==> src/rtl/iir_axil_regs.sv <==
// AXI4-Lite control/status register block for a first-order IIR filter.
// Holds the enable bit, the three Q1.15 coefficients and generates a
// one-cycle filter-state clear pulse. Write address and data are accepted
// independently and paired up in skid registers; reads run on their own path.
module iir_axil_regs #(
  parameter int                 C_S_AXI_ADDR_WIDTH = 4,
  parameter int                 C_S_AXI_DATA_WIDTH = 32,
  parameter logic signed [15:0] B0_RESET           = 16'sd32767
) (
  input  logic                              aclk,
  input  logic                              areset,
  // write address / data / response
  input  logic [C_S_AXI_ADDR_WIDTH-1:0]     s_axi_awaddr,
  input  logic                              s_axi_awvalid,
  output logic                              s_axi_awready,
  input  logic [C_S_AXI_DATA_WIDTH-1:0]     s_axi_wdata,
  input  logic [3:0]                        s_axi_wstrb,
  input  logic                              s_axi_wvalid,
  output logic                              s_axi_wready,
  output logic [1:0]                        s_axi_bresp,
  output logic                              s_axi_bvalid,
  input  logic                              s_axi_bready,
  // read address / data
  input  logic [C_S_AXI_ADDR_WIDTH-1:0]     s_axi_araddr,
  input  logic                              s_axi_arvalid,
  output logic                              s_axi_arready,
  output logic [C_S_AXI_DATA_WIDTH-1:0]     s_axi_rdata,
  output logic [1:0]                        s_axi_rresp,
  output logic                              s_axi_rvalid,
  input  logic                              s_axi_rready,
  // filter-facing outputs
  output logic signed [15:0]                coef_b0,
  output logic signed [15:0]                coef_b1,
  output logic signed [15:0]                coef_a1,
  output logic                              filt_enable,
  output logic                              state_clear
);

  localparam logic [1:0] REG_CTRL = 2'd0;
  localparam logic [1:0] REG_B0   = 2'd1;
  localparam logic [1:0] REG_B1   = 2'd2;
  localparam logic [1:0] REG_A1   = 2'd3;

  // Only the low halfword, the two low strobes and address bits [3:2] matter.
  logic unused_inputs;
  assign unused_inputs = ^{s_axi_awaddr, s_axi_araddr, s_axi_wdata, s_axi_wstrb};

  // Write path state
  logic        aw_held_q, aw_held_d;
  logic [1:0]  aw_idx_q, aw_idx_d;
  logic        w_held_q, w_held_d;
  logic [15:0] w_data_q, w_data_d;
  logic [1:0]  w_strb_q, w_strb_d;
  logic        awready_q, awready_d;
  logic        wready_q, wready_d;
  logic        bvalid_q, bvalid_d;
  logic        en_q, en_d;
  logic [15:0] b0_q, b0_d, b1_q, b1_d, a1_q, a1_d;
  logic        clr_q, clr_d;

  // Read path state
  logic                          arready_q, arready_d;
  logic                          rvalid_q, rvalid_d;
  logic [C_S_AXI_DATA_WIDTH-1:0] rdata_q, rdata_d;

  logic        aw_hs, w_hs, commit, ar_hs;
  logic [1:0]  wr_idx;
  logic [15:0] wr_data;
  logic [1:0]  wr_strb;

  // Byte-lane merge of a 16-bit register with the write data.
  function automatic logic [15:0] merge16(input logic [15:0] old_v,
                                          input logic [15:0] new_v,
                                          input logic [1:0]  strb);
    logic [15:0] res;
    res        = old_v;
    if (strb[0]) res[7:0]  = new_v[7:0];
    if (strb[1]) res[15:8] = new_v[15:8];
    return res;
  endfunction

  // Write path: pair AW/W halves, commit to registers, manage B response.
  always_comb begin
    aw_hs    = s_axi_awvalid && awready_q;
    w_hs     = s_axi_wvalid && wready_q;
    wr_idx   = aw_held_q ? aw_idx_q : s_axi_awaddr[3:2];
    wr_data  = w_held_q ? w_data_q : s_axi_wdata[15:0];
    wr_strb  = w_held_q ? w_strb_q : s_axi_wstrb[1:0];
    commit   = (aw_held_q || aw_hs) && (w_held_q || w_hs);

    aw_held_d = commit ? 1'b0 : (aw_held_q || aw_hs);
    aw_idx_d  = aw_hs ? s_axi_awaddr[3:2] : aw_idx_q;
    w_held_d  = commit ? 1'b0 : (w_held_q || w_hs);
    w_data_d  = w_hs ? s_axi_wdata[15:0] : w_data_q;
    w_strb_d  = w_hs ? s_axi_wstrb[1:0] : w_strb_q;

    bvalid_d  = commit ? 1'b1 : (bvalid_q && !s_axi_bready);
    // Readies are registered from next-state so no input reaches them combinationally.
    awready_d = !aw_held_d && !bvalid_d;
    wready_d  = !w_held_d && !bvalid_d;

    en_d  = en_q;
    b0_d  = b0_q;
    b1_d  = b1_q;
    a1_d  = a1_q;
    clr_d = 1'b0;
    if (commit) begin
      case (wr_idx)
        REG_CTRL: begin
          if (wr_strb[0]) begin
            en_d  = wr_data[0];
            clr_d = wr_data[1];
          end
        end
        REG_B0:  b0_d = merge16(b0_q, wr_data, wr_strb);
        REG_B1:  b1_d = merge16(b1_q, wr_data, wr_strb);
        REG_A1:  a1_d = merge16(a1_q, wr_data, wr_strb);
        default: ;
      endcase
    end
  end

  // Read path: capture register contents (pre-write values) on AR handshake.
  always_comb begin
    ar_hs     = s_axi_arvalid && arready_q;
    rvalid_d  = ar_hs ? 1'b1 : (rvalid_q && !s_axi_rready);
    arready_d = !rvalid_d;
    rdata_d   = rdata_q;
    if (ar_hs) begin
      rdata_d = '0;
      case (s_axi_araddr[3:2])
        REG_CTRL: rdata_d[0]    = en_q;
        REG_B0:   rdata_d[15:0] = b0_q;
        REG_B1:   rdata_d[15:0] = b1_q;
        REG_A1:   rdata_d[15:0] = a1_q;
        default:  ;
      endcase
    end
  end

  // State registers; reset drops any half-finished transaction.
  always_ff @(posedge aclk) begin
    if (areset) begin
      aw_held_q <= 1'b0;
      aw_idx_q  <= 2'd0;
      w_held_q  <= 1'b0;
      w_data_q  <= 16'd0;
      w_strb_q  <= 2'd0;
      awready_q <= 1'b0;
      wready_q  <= 1'b0;
      bvalid_q  <= 1'b0;
      en_q      <= 1'b0;
      b0_q      <= B0_RESET;
      b1_q      <= 16'd0;
      a1_q      <= 16'd0;
      clr_q     <= 1'b0;
      arready_q <= 1'b0;
      rvalid_q  <= 1'b0;
      rdata_q   <= '0;
    end else begin
      aw_held_q <= aw_held_d;
      aw_idx_q  <= aw_idx_d;
      w_held_q  <= w_held_d;
      w_data_q  <= w_data_d;
      w_strb_q  <= w_strb_d;
      awready_q <= awready_d;
      wready_q  <= wready_d;
      bvalid_q  <= bvalid_d;
      en_q      <= en_d;
      b0_q      <= b0_d;
      b1_q      <= b1_d;
      a1_q      <= a1_d;
      clr_q     <= clr_d;
      arready_q <= arready_d;
      rvalid_q  <= rvalid_d;
      rdata_q   <= rdata_d;
    end
  end

  assign s_axi_awready = awready_q;
  assign s_axi_wready  = wready_q;
  assign s_axi_bvalid  = bvalid_q;
  assign s_axi_bresp   = 2'b00;
  assign s_axi_arready = arready_q;
  assign s_axi_rvalid  = rvalid_q;
  assign s_axi_rdata   = rdata_q;
  assign s_axi_rresp   = 2'b00;
  assign coef_b0       = b0_q;
  assign coef_b1       = b1_q;
  assign coef_a1       = a1_q;
  assign filt_enable   = en_q;
  assign state_clear   = clr_q;

endmodule

==> config.mk <==
export PLATFORM = sky130hd
export DESIGN_NAME = iir_axil_regs
export DESIGN_NICKNAME = d
export VERILOG_FILES = /design/src/rtl/iir_axil_regs.sv
export SDC_FILE = /design/constraint.sdc
export NUM_CORES = 1
export LEC_CHECK = 0
export ABC_AREA = 1
export CORE_UTILIZATION = 48
export CTS_BUF_LIST = sky130_fd_sc_hd__clkbuf_8
export CTS_CLUSTER_DIAMETER = 200
export DETAILED_ROUTE_END_ITERATION = 10
export GPL_TIMING_DRIVEN = 0
export PLACE_DENSITY = 0.83
export SETUP_SLACK_MARGIN = 0.5
export SLEW_MARGIN = 20
export SYNTH_ARGS = -nofsm -noshare
export SYNTH_HDL_FRONTEND = slang
export SYNTH_SLANG_ARGS = --single-unit
export TNS_END_PERCENT = 1
==> constraint.sdc <==
create_clock -name aclk -period 1.8 [get_ports aclk]
set_input_delay 0.36 -clock aclk [delete_from_list [all_inputs] [get_ports aclk]]
set_output_delay 0.36 -clock aclk [all_outputs]
set_load 0.01 [all_outputs]
==> impl_results.md <==
- Synth-to-layout area growth: 40.8%
- Synth warn: 0
- CTS clk-pin slew, worst paths: 90 ps
- Top cells by area, synth: dfxtp_1, nand2_1, nand3_1
- Met3 usage: 8.16%
- # setup viols final: 0
- First-pass GRT wire length: 20.4 mm
- Inst Count DP: 830
- Grt met1 use: 30.2%
- Met2 GRT Util: 48.6%
- Syn Area/Cell: 7.15 µm²
- Synth top cells by count: nand2_1, dfxtp_1, nor2_1
- RSZ-0062 raised after global routing: yes
- Area of the mapped netlist: 4320 µm²
- Rel. slew slack: 59.5%
- Post-synth EDFFs: 0
- Final Skew: 7.57 ps
- Leak: 2.73 nW
- Area of the core: 8720 µm²
- ANT nets after route: 0
- DRC violations left: 0
- Gr usage total: 27.1%
- Routed vias/inst: 5.22
- Pwr/cell area: 714 nW/µm²
- Top cell type's share of synthesized area: 43.1%
- Register area share after synthesis: 43.1%
- Crit. End Element: flip-flop
- Flop2flop setup slack: 390 ps
- Post-CTS Hold Fix Bufs: 0
- Critical Path AT: 1650 ps
- DRT Pass-1 Iters: 5
- Cells after Synth: 604
- Req. time, crit path: 2040 ps
- Ant. Diodes: 0
- Final Hold Vio Count: 0
- TritonCTS Sinks: 93
- Antenna violations before repair: 0
- Hold WS: 458 ps
- CP max FO: 10
- I/O Buffers: 99
- # rows: 34
- CTS root buffer: clkbuf_8
- HP Class: flip-flop to flip-flop
- Number of global-route vias before repair: 4280
- Clk_lat worst skew: 370 ps
- Chip width: 96.9 µm
- Predominant post-synthesis flop cell: dfxtp_1
- Tcrit/Tclk final: 78.1%
- I/O pins: 142
- Max_cap viols: 0
- Slew Limit Fails: 0
- Worst Setup Start Kind: flip-flop
- Setup TNS: 0 ps
- Largest net degree at the start of global routing: 16
- Worst Max-Slew Pin Slew: 608 ps
- Die Area: 9380 µm²
- Synth area leader: dfxtp_1
- CP Class: flip-flop to flip-flop
- Grt ovf: 0
- DR iter-0 viols: 365
- GP Congestion: 0.882
- Clock tree buffer depth: 2
- Initial Utilization: 49.5%
- Total routed wirelength: 12.8 mm
- CTS tree: built
- Most Used Layer, Global Route: met2
- Peak supply drop: 493 µV
- Layout Nets: 799
- Async S/R FF share, synth: 0%
- Status: complete, no violations
- Die height: 96.9 µm
- #FFs+latches synth: 93
- Finished Layout Cells: 861
- HPWL after DPL: 9.30 mm
- Top-count cell post-synth: nand2_1
- Final min period: 1410 ps
- DR vias: 4492
- Share of cells above drive strength 1: 25.5%
- CTS buffer count: 9
- Synth unique cells: 28
- # fillers: 699
- Htree depth: 3
- Avg WL per Cell: 14.9 µm
- Max Freq: 711 MHz
cell type report:
class                           count  area, µm²  share of cell area [%]
Clock inverter                      5       33.8                   0.556
Timing Repair Buffer              114       1120                    18.5
Tap cell                          108        135                    2.22
Buffer                             51        373                    6.13
Clock buffer                       11        151                    2.49
Multi-Input combinational cell    448       2240                    36.8
Inverter                           31        125                    2.06
Sequential cell                    93       1900                    31.3
per-layer routing:
metal | part of all wire, % | wire, µm
met1 | 39 | 5010
met2 | 51 | 6550
met3 | 8.1 | 1030
met4 | 1.5 | 198
met5 | 0 | 0
stage by stage:
step / cell area, µm² / setup WS [ps] / power, W / util (%)
2_1_floorplan: 4390 / 513 / 0.00267 / -
3_3_place_gp: 5520 / -179 / 0.00291 / 63.3
3_5_place_dp: 5520 / -241 / 0.00293 / 63.3
4_1_cts: 6020 / 454 / 0.00430 / 69.0
5_1_grt: 6080 / 359 / 0.00450 / 69.7
6_report: 6080 / 394 / 0.00434 / 69.7
logic make-up (layout without fill, tap and decap cells):
| kind of cell | Yosys count | count (layout) | share of synthesized area [%] |
|---|---|---|---|
| and+or+nand+nor | 344 | 344 | 36.5 |
| DFF | 93 | 93 | 43.1 |
| AOI/OAI and AO/OA | 84 | 84 | 9.97 |
| buffers and inverters | 82 | 212 | 10.3 |
| other | 1 | 20 | 0.0868 |
timing repair:
item / 4_1_cts / 5_1_grt
setup buffers: 9 / 3
pin swaps: 13 / 6
setup endpoints to repair: 157 / 144
cloned: 3 / 0
gates resized for setup: 259 / 10
placed cells by master, fill, tap and decap left out, drive strengths merged, types with 3 or more instances in the layout:
| master | count |
|---|---|
| nor2 | 88 |
| or2 | 11 |
| clkdlybuf4s15 | 57 |
| o21ai | 38 |
| conb | 20 |
| buf | 52 |
| dfxtp | 93 |
| nand2 | 161 |
| clkbuf | 25 |
| nor3 | 3 |
| a21oi | 44 |
| clkinv | 3 |
| nand3 | 66 |
| inv | 31 |
| nand3b | 15 |
| dlygate4sd2 | 19 |
| clkdlybuf4s50 | 23 |
worst paths after layout:
| path | start | endpoint | cells after the start |
|---|---|---|---|
| max | w_held_q | coef_b0[6] | 5 |
| min | w_strb_q[0] | w_strb_q[0] | 2 |
| max reg2reg | w_held_q | coef_b0[6] | 5 |
| min reg2reg | w_strb_q[0] | w_strb_q[0] | 2 |
worst max-delay path, cell delays in order (launching register included):
cell and delay [ps]:
dfxtp_2 330, buf_6 130, clkbuf_2 180, o21ai_0 360
nand3b_1 180, nand3_1 90
sequential cells by signal (all words and copies together) (netlist names), 2 cells and up:
signal,count
w_data_q,16
s_axi_rdata,16
aw_idx_q,2
coef_b1,16
w_strb_q,2
coef_a1,16
coef_b0,16
report_power, final:
part	leakage [nW]	internal, W	total [W]	switching (W)
Combinational	1.87	0.000331	0.000812	0.000481
Sequential	0.763	0.00213	0.00218	0.0000512
Clock	0.0917	0.000578	0.00135	0.000768
(Power assumes the default switching activity.)
